## config.mk

```make
export PLATFORM = sky130hd
export DESIGN_NAME = regfile_wb_arbiter
export DESIGN_NICKNAME = d
export VERILOG_FILES = /design/src/rtl/regfile_wb_arbiter.sv
export SDC_FILE = /design/constraint.sdc
export NUM_CORES = 1
export LEC_CHECK = 0
export BUFFER_PORTS_ARGS = -buffer_cell sky130_fd_sc_hd__buf_2
export CAP_MARGIN = 20
export CELL_PAD_IN_SITES_DETAIL_PLACEMENT = 0
export CELL_PAD_IN_SITES_GLOBAL_PLACEMENT = 2
export CORE_ASPECT_RATIO = 1.4
export CORE_MARGIN = 3
export CORE_UTILIZATION = 33
export CTS_BUF_LIST = sky130_fd_sc_hd__clkbuf_16
export DETAILED_ROUTE_END_ITERATION = 12
export GPL_TIMING_DRIVEN = 0
export PLACE_DENSITY_LB_ADDON = 0.1
export SYNTH_ARGS = -nofsm -noshare
export SYNTH_HDL_FRONTEND = slang
export SYNTH_SLANG_ARGS = --single-unit
```

## constraint.sdc

```tcl
create_clock -name clk -period 4.5 [get_ports clk]
set_clock_uncertainty 0.1 [all_clocks]
set_input_delay 1.35 -clock clk [delete_from_list [all_inputs] [get_ports clk]]
set_output_delay 1.35 -clock clk [all_outputs]
set_load 0.02 [all_outputs]
```

## src/rtl/regfile_wb_arbiter.sv

```systemverilog
// Writeback controller: arbitrates the ALU and load unit onto the register file's
// single write port and keeps a per-register pending-write scoreboard. Define RR_ARB_EN for round-robin.
module regfile_wb_arbiter #(
  parameter int XLEN = 32
) (
  input  logic            clk,
  input  logic            reset,
  input  logic            claim_valid,
  input  logic [4:0]      claim_rd,
  output logic            claim_ready,
  input  logic [4:0]      rs1,
  input  logic [4:0]      rs2,
  output logic            rs1_busy,
  output logic            rs2_busy,
  input  logic            alu_valid,
  input  logic [4:0]      alu_rd,
  input  logic [XLEN-1:0] alu_data,
  output logic            alu_ready,
  input  logic            mem_valid,
  input  logic [4:0]      mem_rd,
  input  logic [XLEN-1:0] mem_data,
  output logic            mem_ready,
  output logic            wen,
  output logic [4:0]      waddr,
  output logic [XLEN-1:0] wdata
);

  // Handshake: a requester's {rd, data} is consumed in any cycle where valid && ready;
  // requesters hold valid/rd/data stable until then, and ready never depends on ready.

  logic [31:0]     busy_q;
  logic [31:0]     busy_nxt;
  logic            grant_alu;
  logic            grant_mem;
  logic [4:0]      wb_rd;
  logic [XLEN-1:0] wb_data;

  assign claim_ready = (claim_rd == 5'd0) || !busy_q[claim_rd];
  assign rs1_busy    = busy_q[rs1];
  assign rs2_busy    = busy_q[rs2];

`ifdef RR_ARB_EN
  logic last_alu;

  always_comb begin
    grant_mem = mem_valid && (!alu_valid || last_alu);
    grant_alu = alu_valid && !grant_mem;
  end

  // Pointer starts at ALU-last so the load unit wins the first contention.
  always_ff @(posedge clk or posedge reset) begin
    if (reset) begin
      last_alu <= 1'b1;
    end else if (grant_alu) begin
      last_alu <= 1'b1;
    end else if (grant_mem) begin
      last_alu <= 1'b0;
    end
  end
`else
  always_comb begin
    grant_mem = mem_valid;
    grant_alu = alu_valid && !mem_valid;
  end
`endif

  assign alu_ready = grant_alu;
  assign mem_ready = grant_mem;

  always_comb begin
    wb_rd   = alu_rd;
    wb_data = alu_data;
    if (grant_mem) begin
      wb_rd   = mem_rd;
      wb_data = mem_data;
    end
  end

  // A handshake to x0 is consumed without touching the write port.
  always_ff @(posedge clk or posedge reset) begin
    if (reset) begin
      wen   <= 1'b0;
      waddr <= 5'd0;
      wdata <= '0;
    end else begin
      wen <= 1'b0;
      if ((grant_alu || grant_mem) && (wb_rd != 5'd0)) begin
        wen   <= 1'b1;
        waddr <= wb_rd;
        wdata <= wb_data;
      end
    end
  end

  // The clear lands on the same edge the register file absorbs the write; a claim to
  // the register being cleared is refused by claim_ready, so set and clear never collide.
  always_comb begin
    busy_nxt = busy_q;
    if (wen) begin
      busy_nxt[waddr] = 1'b0;
    end
    if (claim_valid && claim_ready) begin
      busy_nxt[claim_rd] = 1'b1;
    end
    busy_nxt[0] = 1'b0;
  end

  always_ff @(posedge clk or posedge reset) begin
    if (reset) begin
      busy_q <= '0;
    end else begin
      busy_q <= busy_nxt;
    end
  end

endmodule

```

* Word level (Yosys, flattened, before mapping)
Index checks and enable logic that the tools add are counted.
** Storage, ports and cells
- Memory bits (writable) :: 0
- Register bits :: 69
- Bits in read-only memories :: 0
- Latch bits :: 0
- Output and inout bits :: 43
- Memories :: 0
** Cells by class
- Multiplexer cells :: 15
- $mul :: 0
- Eq/ne operators :: 0
- Reductions and logical operators :: 11
- Add/subtract/negate cells :: 0
- Divide/modulo/power cells :: 0
- Bitwise operators :: 3
- Magnitude comparators :: 6
- Shifts and indexed selects :: 0
** Operators by type and width (count)
- $mux 32 :: 3
- $and 32x32->32 :: 1
- $not 32->32 :: 1
- $or 32x32->32 :: 1
- $lt 5x6->1 const B :: 4
- $bmux 1 s5 :: 3
- $demux 1 s5 :: 2
- $ge 5x1->1 const B :: 2
- $mux 1 :: 6
- $logic_and 1x1->1 :: 5
- $logic_not 5->1 :: 1
- $mux 5 :: 1
- $reduce_bool 5->1 :: 1
- $logic_not 1->1 :: 2
- $logic_or 1x1->1 :: 2

* Depth between registers and ports, before layout
Gate-level depths: netlist of run 1.
- Depth after elaboration :: 9
- Mapped depth :: 6
- Depth with buffers taken out :: 4

* Least setup slack after synthesis of run 1
Ideal clock, no wire load.
- Kind :: in2out
- Start :: input port claim_rd[1]
- End :: output port claim_ready
- Cell stages on the path :: 5
- Buffers on the path :: 1
- Arrival :: 2.857 ns
- Slack :: 0.193 ns
- Path through :: clkbuf_1 > mux2_2 > nor3b_1 > nor4_1 > a211oi_1
** Between the ends
- Word-level cells in the longest chain between the ends :: 4
- Elaborated cells between the ends (all ways) :: 5
- Those cells by class :: mux (2); reduce/logical (3)
** RTL lines
- from (decl) :: RTL line 9 : input logic [4:0] claim_rd,
- $bmux 1 s5 :: RTL line 38 : assign claim_ready = (claim_rd == 5'd0) || !busy_q[claim_rd];
- $mux 1 (not written as such) :: RTL line 38
- $logic_not 1->1 :: RTL line 38
- $logic_or 1x1->1 (*) :: RTL line 38
- to (decl) :: RTL line 10 : output logic claim_ready,
Mark *: on every way between the ends. The rest lies on a longest branch, timed or not. The select of a mux whose other input is x is not followed.

* Worst setup path after layout of run 1
- Start :: input port rs1[0]
- End :: output port rs1_busy
** Between the ends
- Word-level cells in the longest chain between the ends :: 2
** RTL lines
- from (decl) :: RTL line 11 : input logic [4:0] rs1,
- $bmux 1 s5 :: RTL line 39 : assign rs1_busy = busy_q[rs1];
- $mux 1 (not written as such) :: RTL line 39
- to (decl) :: RTL line 13 : output logic rs1_busy,
No other way between the ends. The select of a mux whose other input is x is not followed.

==> impl_results.md, run 1 <==
- Register bit total from synthesis: 69
- Pleak: around 2.3 nW
- Aggregate global routing overflow: 0
- PortBufs: 131
- Worst-path fanout max: 7
- CTS tree: yes
- Synth cell types: 32
- Min Hold Slack: between 400 and 500 ps
- Terminus of the critical flop-to-flop path: busy_q[13]
- Post-synthesis cell area: between 0.004 and 0.005 mm²
- Fill cells: around 1,200
- Post-DP HPWL: roughly 8800 µm
- Full die area: 0.0137 mm²
- Layout Nets: between 500 and 600
- Standard-cell row count: 47
- Post-route ant nets: 0
- Worst r2r src: busy_q[14]
- Maximum number of pins on one net before global-route repair: 70
- Clk sinks: 69
- Crit-path cells: buf_6 -> mux4_1 -> mux4_2 -> mux2_2 -> buf_2
- Share of cells above drive strength 1: between 50% and 60%
- Maxcap violations: 0
- TritonCTS Buffers: 9
- H-tree depth: 3
- WL met3: 819 µm
- Via density: 5.34
- Worst min-delay path endpoint: wdata[3]
- Syn nets: 407
- Synth area leaders: dfrtp_1, mux2_2, o21ai_0
- Core ar.: ~0.012 mm²
- Final Util: a little over two fifths
- Worst-path clk slew: 50 ps
- Reg2Reg Setup Slack: 2580 ps
- Unrepaired setup endpoints after global routing: false
- Top Family by Delay on Critical Path: multiplexers
- Number of DRC markers in iteration 0: around 110
- Initial Util: between 30% and 40%
- Design area: 0.00519 mm²
- Worst rel slew slack: around two fifths
- R2R cell count: 3
- Crit Path Class: in2out
- Cells after Synth: roughly 310
- Number of buffers and inverters on the critical path: 2
- Register area share after synthesis: 42.6%
- Crit path depth: 5
- Met2 Wirelength: approximately 5900 µm
- Aggregate negative setup slack: 0 ps
- Synth area leader: dfrtp_1
- Clock buffer depth: 2
- Synthesis Warnings: 0
- Die height: around 140 µm
- Die X: 99.7 µm
- Slew @ Worst Pin: between 800 and 900 ps
- Status: completed
- Critical Path AT: 2980 ps
- Max stage delay on crit path: 580 ps
- GRT Overall Usage: roughly 17%
- Overall Power: approximately 0.0024 W
- Initial antenna violation count: 0
- Hold Path Cell Cnt: 1
- Routed via count: 3,234
- WL final: around 11,000 µm
- Critical Path End Type: output port
- Antenna cells: 0
- # setup viols final: 0
- Met1 WL: between 4000 and 5000 µm
- Post-route DRC: 0
- Area post-placement: approximately 0.005 mm²
- Clk root buf: clkbuf_16
- Max Slew Vio Count: 0
- Per-cell routed wire length: roughly 19 µm
- Hold Crit Class: reg2reg
- Worst Min Path Start: wdata[3]
- Top routing layer in use: met4
- Period utilisation layout: between 90% and 100%
- Slowest stage cell, crit path: mux4_1
- Power density over the cells: about 470 mW/mm²
- Final hold vios: 0
- Setup Buffers After CTS: 0
- IO Count: roughly 140
- DRT Pass-1 Iters: 4
- CP startpoint kind: input port
- Area grow syn2layout: 28.0%
- Synth top area share: between 40% and 50%
- Tmin final: 4430 ps
- VDD IR max: roughly 0.19 mV
- CTS Hold Buffers Added: 0
- Avg Inst Size Synth: around 13 µm²
- First-pass GRT wire length: ~18,000 µm
- GP Congestion: a little over 0.7
- Vias in the first global route: about 3,300
- Fmax: between 0.2 and 0.25 GHz
- Clk_lat worst skew: 340 ps
- WP data required: 3050 ps
## synthesized netlist by cell type
master / instances
dfrtp_1: 69
o21ai_1: 3
buf_1: 2
nor3b_1: 1
mux2_4: 20
nor2b_1: 3
buf_4: 1
buf_6: 4
a22oi_1: 1
and3_1: 1
inv_1: 3
a221oi_1: 1
mux4_2: 12
clkbuf_1: 7
mux2_2: 56
nor4_1: 1
or4b_1: 2
or3b_2: 2
or2_2: 1
a31oi_1: 1
buf_2: 3
o21ai_0: 65
mux2i_1: 12
nand2_1: 7
mux4_1: 10
nand4b_1: 2
or4_1: 3
nand3b_1: 8
nor2_1: 4
o211ai_1: 1
nand3_1: 6
a211oi_1: 1
## through the flow
step / worst slack [ps] / instances
2_1_floorplan: 193 / 313
3_3_place_gp: -150 / 591
3_5_place_dp: -125 / 591
4_1_cts: 53.5 / 606
5_1_grt: 20.0 / 606
6_report: 71.7 / 606
## worst register-to-register path, delay by kind of cell, from the launching register on
family | cells | cell delay [ps]
DFF | 1 | 410
AOI/OAI and AO/OA | 1 | 190
muxes | 1 | 500
and+or+nand+nor | 1 | 620
## placed cells by master, fill, tap and decap left out, types with 2 or more instances in the layout
cell type    n
o21ai_0     65
nand3_1      6
mux2i_1     12
buf_1        2
or4_1        3
mux4_2      12
buf_2      133
or3b_2       2
nor2_1       4
nand4b_1     2
clkbuf_16    9
nand2_1      7
mux2_4      20
o21ai_1      3
clkbuf_1     4
dfrtp_1     69
clkbuf_2     2
inv_1        3
nor2b_1      3
buf_6        5
clkinv_2     3
mux2_2      56
or4b_1       2
nand3b_1     8
mux4_1      10
## what timing repair did
item / 4_1_cts / 5_1_grt
pin swaps: 0 / 1
endpoints found under the setup margin: 3 / 1
endpoints found under the hold margin: 0 / 0
gates resized for setup: 4 / 3
## cell families after synthesis
group	count (synthesis)	share of synthesized area (%)
flops	69	42.6
mux	110	39.1
compound gates	73	9.32
simple gates	41	6.26
buf+inv	20	2.78
## sequential cells by signal, summed over array words and instances (netlist names)
name / cells
busy_q: 31
waddr: 5
wdata: 32
wen: 1
## area by class of cell
cell class | instances | area, µm² | share of cell area (%)
buffer | 17 | 114 | 2.19
clock buffer | 9 | 225 | 4.34
clock inverter | 6 | 56.3 | 1.08
inverter | 3 | 13.8 | 0.265
multi-input combinational | 224 | 2220 | 42.7
sequential | 69 | 1730 | 33.3
tap | 147 | 184 | 3.54
timing repair buffer | 131 | 656 | 12.6
## per-layer routing
metal	global-route usage, %	up-vias
met4	6.68	0
met1	19.9	1578
met2	29.9	139
met5	0	-
met3	4.84	21
li1	-	1496
## power by group
group / internal, W / leakage (nW) / switching, W / total, W
registers: 0.000809 / 0.810 / 0.000167 / 0.000976
logic: 0.000420 / 1.39 / 0.000349 / 0.000769
clock network: 0.000420 / 0.142 / 0.000261 / 0.000681
## how the worst max path moves through the flow
stage,endpoint,startpoint,slack (ps)
after floorplan,claim_ready,claim_rd[1],190
after global placement,claim_ready,claim_rd[1],-150
after detailed placement,claim_ready,claim_rd[1],-120
after CTS,rs1_busy,rs1[0],50
after global routing,rs1_busy,rs1[0],20
final,rs1_busy,rs1[0],70
(Power assumes the default switching activity.)
==> run 2: changes to the inputs <==
--- a/config.mk
+++ b/config.mk
@@ -5,13 +5,14 @@
 export SDC_FILE = /design/constraint.sdc
 export NUM_CORES = 1
 export LEC_CHECK = 0
+export ABC_AREA = 1
 export BUFFER_PORTS_ARGS = -buffer_cell sky130_fd_sc_hd__buf_2
 export CAP_MARGIN = 20
 export CELL_PAD_IN_SITES_DETAIL_PLACEMENT = 0
 export CELL_PAD_IN_SITES_GLOBAL_PLACEMENT = 2
 export CORE_ASPECT_RATIO = 1.4
 export CORE_MARGIN = 3
-export CORE_UTILIZATION = 33
+export CORE_UTILIZATION = 28
 export CTS_BUF_LIST = sky130_fd_sc_hd__clkbuf_16
 export DETAILED_ROUTE_END_ITERATION = 12
 export GPL_TIMING_DRIVEN = 0
==> impl_results.md, run 2 <==
- Status: completed (unchanged)
- Max Slew Vio Count: 0 (unchanged)
- Setup crit start: rs2[0] (was rs1[0])
- Share of cells above drive strength 1: 27.3% (was 54.0%)
- Ys async rst share: 100% (unchanged)
- Hold Crit Class: reg2reg (unchanged)
- Synth Area in XOR/XNOR: 0% (unchanged)
- Adder-Cell Fraction of Synth Area: 0% (unchanged)
- CP startpoint kind: input port (unchanged)
- Vias in the first global route: 4,737 (was 3,313)
- Fill cells: 1,731 (was 1,165)
- Dominant cell by count in the synthesized netlist: nand2_1 (was dfrtp_1)
- Register area share after synthesis: 38.3% (was 42.6%)
- # setup viols final: 0 (unchanged)
- CTS Hold Buffers Added: 0 (unchanged)
- Post-route ant nets: 0 (unchanged)
- Slowest stage cell, crit path: clkbuf_2 (was mux4_1)
- Synth area leaders: dfrtp_1, nand2_1, mux2_2 (was dfrtp_1, mux2_2, o21ai_0)
- Standard-cell row count: 54 (was 47)
- Cells after Synth: 640 (was 313)
- Core ar.: 0.0157 mm² (was 0.0119 mm²)
- Critical Path AT: 2890 ps (was 2980 ps)
- Area grow syn2layout: 26.2% (was 28.0%)
- IO Count: 137 (unchanged)
- Clk root buf: clkbuf_16 (unchanged)
- Synth top area share: 38.3% (was 42.6%)
- Final hold vios: 0 (unchanged)
- Fmax: 0.231 GHz (was 0.226 GHz)
- Most common cell after layout, fill and taps aside: nand2_1 (was buf_2)
- PortBufs: 132 (was 131)
- Worst-path fanout max: 10 (was 7)
- Max stage delay on crit path: 290 ps (was 580 ps)
- Per-cell routed wire length: 16.0 µm (was 18.8 µm)
- Synth cell types: 24 (was 32)
- Number of DRC markers in iteration 0: 199 (was 109)
- WP data required: 3050 ps (about the same)
- Initial antenna violation count: 1 (was 0)
- Critical Path End Type: output port (unchanged)
- Complex-gate fraction of the synthesized area: 6.75% (was 9.32%)
- Worst-path clk slew: 50 ps (about the same)
- Die X: 113 µm (was 99.7 µm)
- Power density over the cells: 412 mW/mm² (was 467 mW/mm²)
- TritonCTS Buffers: 9 (unchanged)
- CP most frequent cell: nand2_1
- Antenna cells: 0 (unchanged)
- Pleak: 2.93 nW (was 2.34 nW)
- Layout Nets: 878 (was 549)
- Post-DP HPWL: 12,800 µm (was 8820 µm)
- Post-synthesis cell area: 0.00450 mm² (was 0.00406 mm²)
- Maxcap violations: 0 (unchanged)
- Clk sinks: 69 (unchanged)
- Clk_lat worst skew: 320 ps (was 340 ps)
- Top flop regs: wdata (32), busy_q (31), waddr (5) (unchanged)
- Prevailing post-synth register cell: dfrtp_1 (unchanged)
- Largest family of logic cells by synthesized area: simple AND/OR/NAND/NOR gates (was multiplexers)
- Initial Util: 28.7% (was 34.0%)
- WL final: 15,700 µm (was 11,400 µm)
- Overall Power: 0.00234 W (was 0.00243 W)
- DRT Pass-1 Iters: 5 (was 4)
- Setup Buffers After CTS: 0 (unchanged)
- Crit path to: rs2_busy (was rs1_busy)
- Fin cells: 984 (was 606)
- Reg2Reg Setup Slack: 2820 ps (was 2580 ps)
- CTS tree: yes (unchanged)
- Number of enable flip-flop cells after synthesis: 0 (unchanged)
- Post-route DRC: 0 (unchanged)
- First-pass GRT wire length: 25,200 µm (was 17,800 µm)
- R2R cell count: 10 (was 3)
- VDD IR max: 0.173 mV (was 0.186 mV)
- Via density: 4.83 (was 5.34)
- GRT Overall Usage: 18.1% (was 17.2%)
- Terminus of the critical flop-to-flop path: busy_q[1] (was busy_q[13])
- Register bit total from synthesis: 69 (unchanged)
- Synth Area in Simple Gates: 38.2% (was 6.26%)
- Routed via count: 4,753 (was 3,234)
- Post-Place Cells: 969 (was 591)
- Commonest cells post-synth: nand2_1, dfrtp_1, nand3_1 (was dfrtp_1, o21ai_0, mux2_2)
- Crit-path cells: buf_2 -> clkinv_1 -> clkbuf_2 -> o21ai_0 -> nand3_1 -> nand3_1 -> nand2_1 -> nand2_1 -> nand2_1 -> buf_2 (was buf_6 -> mux4_1 -> mux4_2 -> mux2_2 -> buf_2)
- GP Congestion: 0.856 (was 0.726)
- Post-CTS sizing: 0 (was 4)
- Syn nets: 734 (was 407)
- Max reg flops: 32 (unchanged)
- Maximum number of pins on one net before global-route repair: 36 (was 70)
- Clock buffer depth: 2 (unchanged)
- H-tree depth: 3 (unchanged)
- Worst rel slew slack: 62.2% (was 41.6%)
- Die height: 156 µm (was 137 µm)
- Most frequent cells in the layout: nand2_1, buf_2, dfrtp_1 (was buf_2, dfrtp_1, o21ai_0)
- Avg Inst Size Synth: 7.04 µm² (was 13.0 µm²)
- Unrepaired setup endpoints after global routing: false (unchanged)
- Largest Register: wdata (unchanged)
- Worst r2r src: busy_q[9] (was busy_q[14])
- Mux contribution to synthesized area: 8.00% (was 39.1%)
- Aggregate global routing overflow: 0 (unchanged)
- Synth area leader: dfrtp_1 (unchanged)
- Slew @ Worst Pin: 567 ps (was 876 ps)
- Full die area: 0.0177 mm² (was 0.0137 mm²)
- Tmin final: 4340 ps (was 4430 ps)
- Synthesis Warnings: 0 (unchanged)
- Crit Path Class: in2out (unchanged)
- Aggregate negative setup slack: 0 ps (unchanged)
- Period utilisation layout: 96.4% (was 98.4%)
## run 2: per-stage QoR
step / cell area [µm²] / utilization (%) / hold WS (ps) / setup slack, ps
2_1_floorplan: 4500 / - / 395 / 661
4_1_cts: 5680 / 36.3 / 374 / 99.8
6_report: 5680 / 36.3 / 369 / 163
5_1_grt: 5680 / 36.3 / 396 / 7.70
3_3_place_gp: 5410 / 34.5 / 357 / 117
3_5_place_dp: 5430 / 34.7 / 359 / 103
## run 2: layer usage
layer  global-route usage (%)  share of wire, %  vias up
li1                         -                 -     2378
met1                     20.4                38     2175
met2                     33.2                52      167
met3                     3.92               6.1       31
met4                     7.04               3.1        2
met5                        0             0.044        -
## run 2: logic make-up after synthesis
group,Yosys count
AO/OA/AOI/OAI,58
buffers and inverters,71
flip-flops,69
multiplexers,32
AND/OR/NAND/NOR,410
## run 2: how the worst min path moves through the flow
stage / from / endpoint / slack (ps) / depth (start not counted)
6_report: wdata[27] / wdata[27] / 370 / 2
5_1_grt: wdata[11] / wdata[11] / 400 / 2
4_1_cts: wdata[21] / wdata[21] / 370 / 2
3_5_place_dp: wdata[17] / wdata[17] / 360 / 2
3_3_place_gp: wdata[3] / wdata[3] / 360 / 2
2_1_floorplan: busy_q[4] / busy_q[4] / 390 / 2
## run 2: worst max-delay path, delay by kind of cell
family | cells | cell delay, ps
simple gates | 5 | 460
compound gates | 1 | 220
buf+inv | 4 | 850
## run 2: power breakdown
group	switching, W	internal, W	leakage, nW
clock	0.000247	0.000359	0.136
sequential	0.000202	0.000798	0.817
combinational	0.000443	0.000289	1.98
total	0.000893	0.00145	2.93
## run 2: cell type report
cell class	instances	area [µm²]	area share (%)
inverter	38	145	2.55
clock inverter	6	25.0	0.440
tap	196	245	4.31
sequential	69	1730	30.4
multi-input combinational	500	2380	42.0
timing repair buffer	133	681	12.0
buffer	33	251	4.42
clock buffer	9	225	3.96
